`src/rtl/l1_port_arbiter.sv`:
```
// Shares one L1 AXI master between N_PORTS worker requesters.
// AR and AW are arbitrated independently; R and B are routed back to workers by ID.
module l1_port_arbiter #(
  parameter int unsigned N_PORTS = 4,
  parameter int unsigned ID_W    = 2,
  parameter int unsigned WCNT_W  = 4
) (
  input  logic                       clk,
  input  logic                       rstn,
  // worker read address
  input  logic [N_PORTS-1:0]         s_arvalid,
  output logic [N_PORTS-1:0]         s_arready,
  input  logic [N_PORTS-1:0][31:0]   s_araddr,
  input  logic [N_PORTS-1:0][7:0]    s_arlen,
  input  logic [N_PORTS-1:0][2:0]    s_arsize,
  // worker read data
  output logic [N_PORTS-1:0]         s_rvalid,
  input  logic [N_PORTS-1:0]         s_rready,
  output logic [N_PORTS-1:0][63:0]   s_rdata,
  output logic [N_PORTS-1:0]         s_rlast,
  output logic [N_PORTS-1:0][1:0]    s_rresp,
  // worker single-beat write
  input  logic [N_PORTS-1:0]         s_awvalid,
  output logic [N_PORTS-1:0]         s_awready,
  input  logic [N_PORTS-1:0][31:0]   s_awaddr,
  input  logic [N_PORTS-1:0][31:0]   s_wdata,
  input  logic [N_PORTS-1:0][3:0]    s_wstrb,
  // worker write response
  output logic [N_PORTS-1:0]         s_bvalid,
  output logic [N_PORTS-1:0][1:0]    s_bresp,
  // shared L1 master
  output logic                       m_arvalid,
  input  logic                       m_arready,
  output logic [31:0]                m_araddr,
  output logic [7:0]                 m_arlen,
  output logic [2:0]                 m_arsize,
  output logic [ID_W-1:0]            m_arid,
  input  logic                       m_rvalid,
  output logic                       m_rready,
  input  logic [63:0]                m_rdata,
  input  logic                       m_rlast,
  input  logic [1:0]                 m_rresp,
  input  logic [ID_W-1:0]            m_rid,
  output logic                       m_awvalid,
  input  logic                       m_awready,
  output logic [31:0]                m_awaddr,
  output logic [7:0]                 m_awlen,
  output logic [ID_W-1:0]            m_awid,
  output logic                       m_wvalid,
  input  logic                       m_wready,
  output logic [31:0]                m_wdata,
  output logic [3:0]                 m_wstrb,
  output logic                       m_wlast,
  input  logic                       m_bvalid,
  output logic                       m_bready,
  input  logic [1:0]                 m_bresp,
  input  logic [ID_W-1:0]            m_bid,
  output logic                       err_sticky,
  output logic                       idle
);

  logic [ID_W-1:0]                ar_ptr, aw_ptr;
  logic                           ar_hold, aw_hold;
  logic [ID_W-1:0]                ar_hold_idx, aw_hold_idx;
  logic [N_PORTS-1:0]             rd_busy;
  logic [N_PORTS-1:0][WCNT_W-1:0] wr_cnt;

  logic [ID_W:0]      ar_pick, aw_pick;
  logic [ID_W-1:0]    ar_sel, aw_sel;
  logic               ar_req, aw_req;
  logic [N_PORTS-1:0] aw_full, b_uflow, r_done;

  // Returns {found, index} of the first eligible port at or after ptr.
  function automatic logic [ID_W:0] rr_pick(input logic [N_PORTS-1:0] elig,
                                            input logic [ID_W-1:0] ptr);
    logic [ID_W:0]   res;
    logic [ID_W-1:0] c;
    res = '0;
    for (int unsigned k = 0; k < N_PORTS; k++) begin
      c = ID_W'((32'(ptr) + k) % N_PORTS);
      if (!res[ID_W] && elig[c]) res = {1'b1, c};
    end
    return res;
  endfunction

  function automatic logic [ID_W-1:0] ptr_next(input logic [ID_W-1:0] p);
    return (32'(p) == N_PORTS - 1) ? '0 : p + ID_W'(1);
  endfunction

  // An offer left unaccepted last cycle stays locked to its port so the
  // master sees stable AR/AW payloads until the handshake completes.
  always_comb begin
    for (int unsigned i = 0; i < N_PORTS; i++) aw_full[i] = &wr_cnt[i];
    ar_pick = rr_pick(s_arvalid & ~rd_busy, ar_ptr);
    aw_pick = rr_pick(s_awvalid & ~aw_full, aw_ptr);
    ar_sel  = ar_hold ? ar_hold_idx : ar_pick[ID_W-1:0];
    aw_sel  = aw_hold ? aw_hold_idx : aw_pick[ID_W-1:0];
    ar_req  = rstn && (ar_hold ? s_arvalid[ar_hold_idx] : ar_pick[ID_W]);
    aw_req  = rstn && (aw_hold ? s_awvalid[aw_hold_idx] : aw_pick[ID_W]);
  end

  always_comb begin
    m_arvalid = ar_req;
    m_araddr  = s_araddr[ar_sel];
    m_arlen   = s_arlen[ar_sel];
    m_arsize  = s_arsize[ar_sel];
    m_arid    = ar_sel;
    m_awvalid = aw_req;
    m_awaddr  = s_awaddr[aw_sel];
    m_awlen   = '0;
    m_awid    = aw_sel;
    m_wvalid  = aw_req;
    m_wlast   = aw_req;
    m_wdata   = s_wdata[aw_sel];
    m_wstrb   = s_wstrb[aw_sel];
    m_bready  = 1'b1;
    s_arready = '0;
    s_awready = '0;
    s_arready[ar_sel] = ar_req && m_arready;
    s_awready[aw_sel] = aw_req && m_awready && m_wready;
  end

  always_comb begin
    m_rready = (32'(m_rid) < N_PORTS) ? s_rready[m_rid] : 1'b0;
    for (int unsigned i = 0; i < N_PORTS; i++) begin
      s_rvalid[i] = m_rvalid && (m_rid == ID_W'(i));
      s_rdata[i]  = m_rdata;
      s_rlast[i]  = m_rlast;
      s_rresp[i]  = m_rresp;
      s_bvalid[i] = m_bvalid && (m_bid == ID_W'(i));
      s_bresp[i]  = m_bresp;
      r_done[i]   = s_rvalid[i] && s_rready[i] && m_rlast;
      b_uflow[i]  = s_bvalid[i] && (wr_cnt[i] == '0);
    end
  end

  always_ff @(posedge clk) begin
    if (!rstn) begin
      ar_ptr      <= '0;
      aw_ptr      <= '0;
      ar_hold     <= 1'b0;
      aw_hold     <= 1'b0;
      ar_hold_idx <= '0;
      aw_hold_idx <= '0;
      rd_busy     <= '0;
      wr_cnt      <= '0;
      err_sticky  <= 1'b0;
    end else begin
      ar_hold     <= ar_req && !m_arready;
      aw_hold     <= aw_req && !(m_awready && m_wready);
      ar_hold_idx <= ar_sel;
      aw_hold_idx <= aw_sel;
      if (ar_req && m_arready) ar_ptr <= ptr_next(ar_sel);
      if (aw_req && m_awready && m_wready) aw_ptr <= ptr_next(aw_sel);
      rd_busy <= (rd_busy & ~r_done) | s_arready;
      for (int unsigned i = 0; i < N_PORTS; i++) begin
        if (s_awready[i] && !s_bvalid[i])
          wr_cnt[i] <= wr_cnt[i] + WCNT_W'(1);
        else if (!s_awready[i] && s_bvalid[i] && wr_cnt[i] != '0)
          wr_cnt[i] <= wr_cnt[i] - WCNT_W'(1);
      end
      if ((m_rvalid && m_rready && m_rresp != 2'b00) ||
          (m_bvalid && m_bresp != 2'b00) || (|b_uflow))
        err_sticky <= 1'b1;
    end
  end

  assign idle = !(|rd_busy) && !(|wr_cnt);

endmodule

```
`config.mk`:
```
export PLATFORM = sky130hd
export DESIGN_NAME = l1_port_arbiter
export DESIGN_NICKNAME = d
export VERILOG_FILES = /design/src/rtl/l1_port_arbiter.sv
export SDC_FILE = /design/constraint.sdc
export NUM_CORES = 1
export LEC_CHECK = 0
export ABC_CLOCK_PERIOD_IN_PS = 4000
export BUFFER_PORTS_ARGS = -buffer_cell sky130_fd_sc_hd__buf_4
export CORE_AREA = 4 4 373 375
export CTS_BUF_LIST = sky130_fd_sc_hd__clkbuf_4 sky130_fd_sc_hd__clkbuf_8 sky130_fd_sc_hd__clkbuf_16
export DETAILED_ROUTE_END_ITERATION = 6
export DIE_AREA = 0 0 377 379
export MAX_ROUTING_LAYER = met4
export PLACE_DENSITY_LB_ADDON = 0.15
export SYNTH_ARGS = -nofsm -noshare
export SYNTH_HDL_FRONTEND = slang
export SYNTH_SLANG_ARGS = --single-unit
```
`constraint.sdc`:
```
create_clock -name clk -period 4 [get_ports clk]
set_input_delay 0.2 -clock clk [delete_from_list [all_inputs] [get_ports clk]]
set_output_delay 0.2 -clock clk [all_outputs]
set_load 0.01 [all_outputs]
```
After elaboration in Yosys (flattened, before gate mapping)

Cells that the tools add are included.

Bits in registers: 31
Logic and storage cells: 215
Input port bits: 536

Reductions and logical operators: 95
Multiplexer cells: 60
Equality and inequality tests: 8
Add/sub/neg operators: 16
Bitwise logic cells: 9
Magnitude comparators: 15

Operators with widths:

| kind                                                                         | count |
|---|---|
| 32-bit binary-select mux with 2-bit select                                   | 3 |
| 32-bit 2-to-1 mux                                                            | 3 |
| 1-bit logical AND                                                            | 52 |
| 2-bit by 3-bit less-than comparator with 1-bit output, second input constant | 13 |
| 4-bit 2-to-1 mux                                                             | 9 |
| 3-bit 2-to-1 mux                                                             | 9 |
| 1-bit binary-select mux with 2-bit select                                    | 11 |
| 4-bit bitwise AND                                                            | 5 |
| 1-bit logical NOT                                                            | 18 |
| 4-bit by 1-bit adder with 4-bit output, second input constant                | 4 |
| 8-bit binary-select mux with 2-bit select                                    | 1 |
| 4-bit logical NOT                                                            | 4 |
| 4-bit AND reduction                                                          | 4 |
| 4-bit nonzero test                                                           | 4 |
| 16-bit OR reduction                                                          | 1 |
| 4-bit by 1-bit subtractor with 4-bit output, second input constant           | 4 |
| 1-bit 2-to-1 mux                                                             | 15 |
| 2-bit == test, second input constant                                         | 6 |
| 4-bit NOT                                                                    | 3 |
| 2-bit nonzero test                                                           | 6 |
| 2-bit by 1-bit adder with 2-bit output, second input constant                | 4 |
| 2-bit adder, second input constant                                           | 4 |
| 4-bit binary-select mux with 2-bit select                                    | 1 |
| 2-bit 2-to-1 mux                                                             | 4 |
| 9 further kinds                                                              | 15 |

Depth between registers and ports, before layout

Gate-level depths: netlist of run 1.

Word-level depth: 26
Mapped depth: 16
Depth with buffers taken out: 13

Worst setup path before layout of run 1

No wires, ideal clock.

Kind: register to register
Start point: reg wr_cnt[11] (netlist bit)
End point: reg wr_cnt[15] (netlist bit)
Setup slack: 490 ps
Arrival: 3435 ps
Buffers on the path: 3
Library setup time: 74 ps
Stages on the path, launching flop included: 16
Path through: dfxtp_1 -> and4_1 -> clkbuf_1 -> a2111oi_0 -> a41oi_1 -> a41oi_1 -> buf_2 -> buf_2 -> inv_1 -> ha_1 -> nand3_1 -> ha_1 -> a21o_1 -> a21o_1 -> or3b_2 -> a31oi_1

Word-level cells in the longest chain between the ends: 25

RTL lines:

| what                                                                                                                                                 | line | text |
|---|---|---|
| start, declared                                                                                                                                      | 66   | `logic [N_PORTS-1:0][WCNT_W-1:0] wr_cnt;` |
| start signal, assigned by index                                                                                                                      | 158  | `wr_cnt[i] <= wr_cnt[i] + WCNT_W'(1);` |
| start signal, assigned by index                                                                                                                      | 160  | `wr_cnt[i] <= wr_cnt[i] - WCNT_W'(1);` |
| 4-bit AND reduction *                                                                                                                                | 93   | `for (int unsigned i = 0; i < N_PORTS; i++) aw_full[i] = &wr_cnt[i];` |
| 4-bit NOT *                                                                                                                                          | 95   | `aw_pick = rr_pick(s_awvalid & ~aw_full, aw_ptr);` |
| 4-bit bitwise AND *                                                                                                                                  | 95   |  |
| 1-bit binary-select mux with 2-bit select                                                                                                            | 81   | `if (!res[ID_W] && elig[c]) res = {1'b1, c};` |
| 1-bit 2-to-1 mux (not written as such)                                                                                                               | 81   |  |
| 3-bit 2-to-1 mux                                                                                                                                     | 81   |  |
| 1-bit logical NOT                                                                                                                                    | 81   |  |
| 1-bit logical AND                                                                                                                                    | 81   |  |
| [... 8 more ...]                                                                                                                                     | -    |  |
| net m_awid[0]                                                                                                                                        | 48   | `output logic [ID_W-1:0] m_awid,` |
| 2-bit by 3-bit less-than comparator with 1-bit output (not written as such) / 2-bit by 1-bit >= comparator with 1-bit output (equally long branches) | 120  | `s_awready[aw_sel] = aw_req && m_awready && m_wready;` |
| 1-bit logical AND                                                                                                                                    | 120  |  |
| 1-bit 2-to-1 mux (not written as such)                                                                                                               | 120  |  |
| 1-bit demux with 2-bit select *                                                                                                                      | 120  |  |
| 4-bit bitwise AND (no source line) *                                                                                                                 | -    |  |
| 1-bit logical NOT                                                                                                                                    | 159  | `else if (!s_awready[i] && s_bvalid[i] && wr_cnt[i] != '0)` |
| 1-bit logical AND (2 in series)                                                                                                                      | 159  |  |
| 2-bit nonzero test (no source line)                                                                                                                  | -    |  |

Mark *: on every way through the listed nets, which the timed path passes. The rest lies on a longest branch. The select of a mux whose other input is x is not followed.
A chain may end at the register's enable or synchronous reset.

Worst setup path after layout of run 1

Start point: reg wr_cnt[8] (netlist bit)
End point: out m_wdata[9]

Word-level cells in the longest chain between the ends: 18

RTL lines:

| what                                         | line | text |
|---|---|---|
| 4-bit AND reduction *                        | 93   |  |
| 4-bit NOT *                                  | 95   |  |
| 4-bit bitwise AND *                          | 95   |  |
| 1-bit binary-select mux with 2-bit select    | 81   |  |
| 1-bit 2-to-1 mux (not written as such)       | 81   |  |
| 3-bit 2-to-1 mux                             | 81   |  |
| 1-bit logical NOT                            | 81   |  |
| 1-bit logical AND                            | 81   |  |
| [... 2 more ...]                             | -    |  |
| 1-bit logical AND                            | 81   |  |
| 3-bit 2-to-1 mux                             | 81   |  |
| 1-bit logical NOT                            | 81   |  |
| 1-bit logical AND                            | 81   |  |
| 3-bit 2-to-1 mux *                           | 81   |  |
| 2-bit 2-to-1 mux *                           | 97   | `aw_sel = aw_hold ? aw_hold_idx : aw_pick[ID_W-1:0];` |
| 32-bit binary-select mux with 2-bit select * | 114  | `m_wdata = s_wdata[aw_sel];` |
| 32-bit 2-to-1 mux (not written as such) *    | 114  |  |
| end, declared                                | 51   | `output logic [31:0] m_wdata,` |

Mark *: on every way between the ends. The rest lies on a longest branch, timed or not. The select of a mux whose other input is x is not followed.

==> results of run 1 <==
## how the worst min path moves through the flow
stage	slack [ps]	start	cells after the start	end
after floorplan	270	m_arready	1	ar_hold
final	90	m_arready	2	ar_hold
after global placement	390	m_arready	2	ar_hold
after global routing	80	m_arready	2	ar_hold
after detailed placement	390	m_arready	2	ar_hold
after CTS	70	m_arready	2	ar_hold
## sequential cells by signal, indices dropped and copies added (netlist names)
| register | flops |
|---|---|
| wr_cnt | 16 |
| rd_busy | 4 |
| ar_hold_idx | 2 |
| ar_ptr | 2 |
| aw_hold_idx | 2 |
| aw_ptr | 2 |
| ar_hold | 1 |
| aw_hold | 1 |
| err_sticky | 1 |
## cell families after synthesis
kind of cell | count (synthesis)
simple gates | 111
fa+ha+maj | 20
buf+inv | 354
compound gates | 75
mux | 343
other cells | 2
xor+xnor | 8
flops | 31
## cell usage after synthesis, types with 7 or more instances
library cell / count / area [µm²]
buf_4: 289 / 2170
or3b_2: 7 / 61.3
dfxtp_1: 31 / 621
ha_1: 16 / 200
xnor2_1: 8 / 70.1
nand2b_1: 10 / 62.6
nand2_1: 32 / 120
nand3_1: 8 / 40.0
a21oi_1: 8 / 40.0
o21ai_0: 8 / 40.0
nor2_1: 19 / 71.3
a21o_1: 8 / 60.1
buf_2: 25 / 125
inv_1: 22 / 82.6
clkbuf_1: 10 / 37.5
mux2i_1: 341 / 3410
## layout make-up
cell class | instances | area (µm²)
tap | 1781 | 2230
clock inverter | 1 | 7.51
sequential | 31 | 621
clock buffer | 7 | 153
inverter | 23 | 86.3
antenna | 5 | 12.5
fill | 15764 | 122000
multi-input combinational | 566 | 5010
timing repair buffer | 643 | 4880
## placed cells by master (no fill, tap or decap), types with 3 or more instances in the layout
cell type / netlist / routed
buf_4: 289 / 638
buf_12: 0 / 4
a211oi_1: 4 / 4
ha_1: 16 / 16
o32ai_1: 5 / 5
o21ai_0: 8 / 8
nor3_1: 3 / 3
xnor2_1: 8 / 8
nand2b_1: 10 / 10
a31oi_1: 6 / 6
nand3_1: 8 / 8
a21o_1: 8 / 8
dfxtp_1: 31 / 31
clkbuf_16: 0 / 5
o2111ai_1: 3 / 3
fa_1: 4 / 4
nor2b_1: 4 / 4
a32oi_1: 3 / 3
or3b_2: 7 / 7
nand3b_1: 5 / 5
nor4_1: 5 / 5
a21oi_1: 8 / 8
diode_2: 0 / 5
a21boi_0: 6 / 6
o22ai_1: 5 / 5
conb_1: 2 / 9
nand4_1: 5 / 5
nor2_1: 19 / 19
nand2_1: 32 / 32
inv_1: 22 / 22
and2_1: 5 / 5
mux2i_1: 341 / 341
## power groups by stage
stage / Combinational [mW] / Clock (mW) / Sequential [mW]
after floorplan: 1.15 / 0 / 0.348
after global placement: 1.92 / 0 / 0.355
after CTS: 1.93 / 0.479 / 0.348
final: 1.87 / 0.444 / 0.348
after global routing: 2.02 / 0.480 / 0.351
after detailed placement: 1.92 / 0 / 0.355
## stage by stage
step	total power [mW]	util, %	cells	hold WS, ps	setup WS [ps]
after floorplan	1.50	-	951	272	490
final	2.66	9.61	3057	90.4	269
after global routing	2.85	9.61	3057	79.7	62.4
after detailed placement	2.28	9.48	3044	394	461
after CTS	2.76	9.60	3052	70.8	175
after global placement	2.27	9.48	3044	388	444
## metal layers
layer,routed length (µm),GRT usage [%],vias to the layer above
met1,20000,7.45,3593
met4,741,1.10,0
met2,25800,11.3,347
met5,0,-,-
met3,4460,2.77,74
li1,-,-,3710
## worst reg2reg max path, stage by stage (launching register included)
cell and delay (ps):
dfxtp_1 440, and4_1 400, o2111ai_1 150, a21boi_0 140, o211ai_1 430, inv_1 170
ha_1 250, nand3_1 200, ha_1 280, a21o_1 170, a21o_1 200, or3b_2 440
a31oi_1 170
==> impl_metrics.py, run 1 <==
metrics = {
    "outcome": {
        "status": "finished clean",
    },
    "cts": {
        "cts_buffers": 5,
        "root_buffer": "clkbuf_16",
        "post_cts_resized": 0,
        "cts_hold_buf": 0,
        "cts_setup_buffers": 0,
        "h-tree-depth": 2,
        "clk_pin_slew_worst_paths_ps": 60,
        "cts_tree": "yes",
        "clk_path_buf_depth": 2,
        "cts.sinks": 31,
        "worstSkewPairLatency_ps": 290,
    },
    "grt": {
        "grt_pass1_vias": 8252,
        "grt_usage_pct": 6.65,
        "antenna_found_initial": 9,
        "grt_max_degree": 96,
        "grt_pass1_wl_mm": 66.1,
        "overflow": 0,
    },
    "drt": {
        "vias": 7724,
        "drc_errors": 0,
        "avgRoutedWirePerCell_um": 16.7,
        "detail-route-antenna-nets": 0,
        "drt-total-wl_mm": 51.1,
        "drt_iter0_markers": 222,
        "viasPerCell": 2.53,
        "dr.pass1.iters": 4,
    },
    "yosys": {
        "synth_xor_xnor_area_share_pct": 0.872,
        "yosys.area_share.adder_pct": 3.49,
        "syn-cell-area_um2": 8030,
        "syn_avg_cell_area_um2": 8.51,
        "yosys.area_share.simple_pct": 7.38,
        "synthCells": 944,
        "ys.flop_type": "dfxtp_1",
        "synth_edf_count": 0,
        "yosysSeqAreaShare_pct": 7.73,
        "synth_compound_area_share_pct": 6.85,
        "synth_warnings": 0,
        "synth_top_family_by_area": "multiplexers",
        "synthMuxAreaShare_pct": 43.1,
        "yosys_register_bits": 31,
        "synthDistinctLibCells": 57,
        "synthArstFlopShare_pct": 0,
    },
    "sta": {
        "period_needed_ps": 3730,
        "fin_skew_ps": 3.90,
        "post-route-period-util_pct": 93.3,
        "finalMaxSlewViolations": 0,
        "hold_viol": 0,
        "rsz0062_at_grt": "false",
        "maxSlewHeadroom_pct": 35.5,
        "setup-violations-final": 0,
        "tns_ps": 0,
        "worstMarginPinSlew_ps": 959,
        "fmaxAchievable_mhz": 268,
    },
    "critical_path": {
        "endpoint": "m_wdata[9]",
        "critPathRequiredTime_ps": 3800,
        "cp-startpoint": "wr_cnt[8]",
        "cp_cell_sequence": "and4_1 -> o2111ai_1 -> a21boi_0 -> o211ai_1 -> buf_4 -> buf_12 -> mux2i_1 -> mux2i_1 -> buf_4",
        "r2r_cells": 12,
        "arrival_ps": 3530,
        "critPathKind": "reg2out",
        "crit_path_max_incr_delay_ps": 440,
        "crit_family": "buffers and inverters",
        "cp-end-kind": "primary output",
        "crit_fanout": 95,
        "timing.rr.start": "wr_cnt[8]",
        "worstSetupStartpointType": "flop",
        "cp.depth": 9,
        "r2r-end": "wr_cnt[7]",
        "reg2reg_slack_ps": 490,
        "slowest_stage": "dfxtp_1",
        "path_buf_inv": 3,
    },
    "die": {
        "initial_core_util_pct": 5.94,
        "die_y_um": 379,
        "core_region_area_um2": 135000,
        "die-area_um2": 143000,
        "fp-row-count": 135,
        "io_pins": 959,
        "die_w_um": 377,
    },
    "placed_design": {
        "dpl.hpwl_mm": 45.7,
        "place_area_um2": 12800,
        "portBuffers": 629,
        "gp_congestion": 0.822,
    },
    "power_and_ir_drop": {
        "pwr-share-seq_pct": 13.1,
        "ir_worst_vdd_v": 0.000116,
        "switchingPower_mw": 1.09,
        "cellInternalPower_mw": 1.57,
        "combPwrFrac_pct": 70.2,
        "clockPowerShare_pct": 16.7,
        "swShare_pct": 40.9,
        "cellPowerDensity_nw_per_um2": 205,
        "power_leakage_nw": 5.86,
    },
    "cells_and_area": {
        "syn_to_final_growth_pct": 61.9,
        "drive_above_1_share_pct": 52.6,
        "nets": 1826,
        "final_cell_area_um2": 13000,
    },
    "flow_run": {
        "drv_cap": 0,
    },
    "min_path": {
        "hold_path.class": "in2reg",
    },
}
(Power assumes the default switching activity.)
==> run 2: changes to the inputs <==
--- a/config.mk
+++ b/config.mk
@@ -5,12 +5,11 @@
 export SDC_FILE = /design/constraint.sdc
 export NUM_CORES = 1
 export LEC_CHECK = 0
-export ABC_CLOCK_PERIOD_IN_PS = 4000
 export BUFFER_PORTS_ARGS = -buffer_cell sky130_fd_sc_hd__buf_4
-export CORE_AREA = 4 4 373 375
+export CORE_AREA = 2 2 371 373
 export CTS_BUF_LIST = sky130_fd_sc_hd__clkbuf_4 sky130_fd_sc_hd__clkbuf_8 sky130_fd_sc_hd__clkbuf_16
 export DETAILED_ROUTE_END_ITERATION = 6
-export DIE_AREA = 0 0 377 379
+export DIE_AREA = 0 0 373 375
 export MAX_ROUTING_LAYER = met4
 export PLACE_DENSITY_LB_ADDON = 0.15
 export SYNTH_ARGS = -nofsm -noshare
==> impl_metrics.py, run 2 (synthesis results as in run 1) <==
metrics = {
    "outcome": {
        "status": "finished clean",
    },
    "placed_design": {
        "gp_congestion": 0.833,
        "place_ws_ps": 450,
        "place_area_um2": 12800,
        "dpl.hpwl_mm": 42.9,
        "portBuffers": 629,
        "dp.cells": 3054,
    },
    "cells_and_area": {
        "nets": 1823,
        "largest_reg_flops": 16,
        "stdcell_count": 3064,
        "final_cell_area_um2": 13000,
        "reg_top3": "wr_cnt (16), rd_busy (4)",
        "top_register": "wr_cnt",
        "layout_commonest_cell": "buf_4",
        "drive_above_1_share_pct": 52.6,
        "layout_common_cells": "buf_4, mux2i_1, nand2_1, dfxtp_1, inv_1",
        "syn_to_final_growth_pct": 61.9,
        "fin_util_pct": 9.54,
    },
    "die": {
        "die_w_um": 373,
        "core_region_area_um2": 136000,
        "die-area_um2": 140000,
        "die_y_um": 375,
        "initial_core_util_pct": 5.89,
        "io_pins": 959,
        "fp-row-count": 136,
    },
    "cts": {
        "cts_tree": "yes",
        "worstSkewPairLatency_ps": 280,
        "clk_pin_slew_worst_paths_ps": 50,
        "cts_hold_buf": 0,
        "cts.sinks": 31,
        "root_buffer": "clkbuf_16",
        "clk_path_buf_depth": 2,
        "cts_buffers": 5,
        "h-tree-depth": 2,
    },
    "drt": {
        "vias": 7678,
        "drt_iter0_markers": 271,
        "avgRoutedWirePerCell_um": 15.9,
        "dr.pass1.iters": 4,
        "detail-route-antenna-nets": 0,
        "viasPerCell": 2.51,
        "drc_errors": 0,
        "drt-total-wl_mm": 48.6,
    },
    "power_and_ir_drop": {
        "ir_worst_vdd_v": 0.000112,
        "power_leakage_nw": 5.85,
        "report.power.total_mw": 2.61,
        "cellPowerDensity_nw_per_um2": 201,
    },
    "sta": {
        "maxSlewHeadroom_pct": 37.0,
        "finalMaxSlewViolations": 0,
        "post-route-period-util_pct": 93.8,
        "timing.final.ws_setup_ps": 246,
        "fin_skew_ps": 1.84,
        "setup-violations-final": 0,
        "rsz0062_at_grt": "false",
        "tns_ps": 0,
        "worstMarginPinSlew_ps": 937,
        "holdWs_ps": 95.2,
        "fmaxAchievable_mhz": 266,
        "hold_viol": 0,
        "period_needed_ps": 3750,
    },
    "critical_path": {
        "slowest_stage": "buf_12",
        "path_buf_inv": 3,
        "crit_fanout": 96,
        "arrival_ps": 3550,
        "critPathRequiredTime_ps": 3800,
        "crit_family": "buffers and inverters",
        "cp-end-kind": "primary output",
        "critPathKind": "reg2out",
        "worstSetupStartpointType": "flop",
        "cp_cell_sequence": "and4_1 -> o2111ai_1 -> a21boi_0 -> o211ai_1 -> buf_12 -> buf_12 -> mux2i_1 -> mux2i_1 -> buf_4",
        "crit_path_max_incr_delay_ps": 520,
    },
    "grt": {
        "grt_max_degree": 97,
        "grt_pass1_wl_mm": 64.5,
        "overflow": 0,
        "antenna_found_initial": 3,
        "grt_usage_pct": 6.58,
        "grt_pass1_vias": 7935,
    },
    "flow_run": {
        "drv_cap": 0,
    },
    "min_path": {
        "hold_path.class": "in2reg",
    },
}
[run 2: cell count changes in the layout (fill, tap and decap cells not counted), sizes merged]
cell / delta
buf: -3
clkbuf: +1
clkinvlp: -1
diode: -3
[run 2: final timing paths]
kind	cells after the start	slack (ps)	to	start
worst max register to register	12	450	wr_cnt[7]	wr_cnt[8]
worst min-delay path	2	100	ar_hold	m_arready
worst max-delay path	9	250	m_wdata[8]	wr_cnt[8]
worst min register to register	2	510	rd_busy[1]	rd_busy[1]
[run 2: power breakdown]
| group | internal (mW) | leakage, nW | switching (mW) | total [mW] |
|---|---|---|---|---|
| logic | 0.981 | 5.52 | 0.868 | 1.85 |
| clock network | 0.272 | 0.0806 | 0.147 | 0.419 |
| registers | 0.326 | 0.252 | 0.0208 | 0.347 |
| total | 1.58 | 5.85 | 1.04 | 2.61 |
[run 2: routing by layer]
metal,GRT usage (%),vias up,wire length (µm)
met5,-,-,0
met4,1.06,0,735
met3,2.23,77,4000
met2,11.1,384,24400
met1,7.65,3534,19500
li1,-,3683,-
[run 2: area by class of cell]
type                            count  area, µm²
Fill cell                       15865     123000
Inverter                           23       86.3
Multi-Input combinational cell    566       5020
Antenna cell                        2       5.00
Timing Repair Buffer              640       4870
Sequential cell                    31        621
Clock buffer                        8        160
Tap cell                         1794       2240
[run 2: timing repair]
action | 4_1_cts | 5_1_grt
setup buffers | 0 | 0
endpoints found under the setup margin | 0 | 1
resized for setup | 0 | 1
endpoints found under the hold margin | 0 | 0
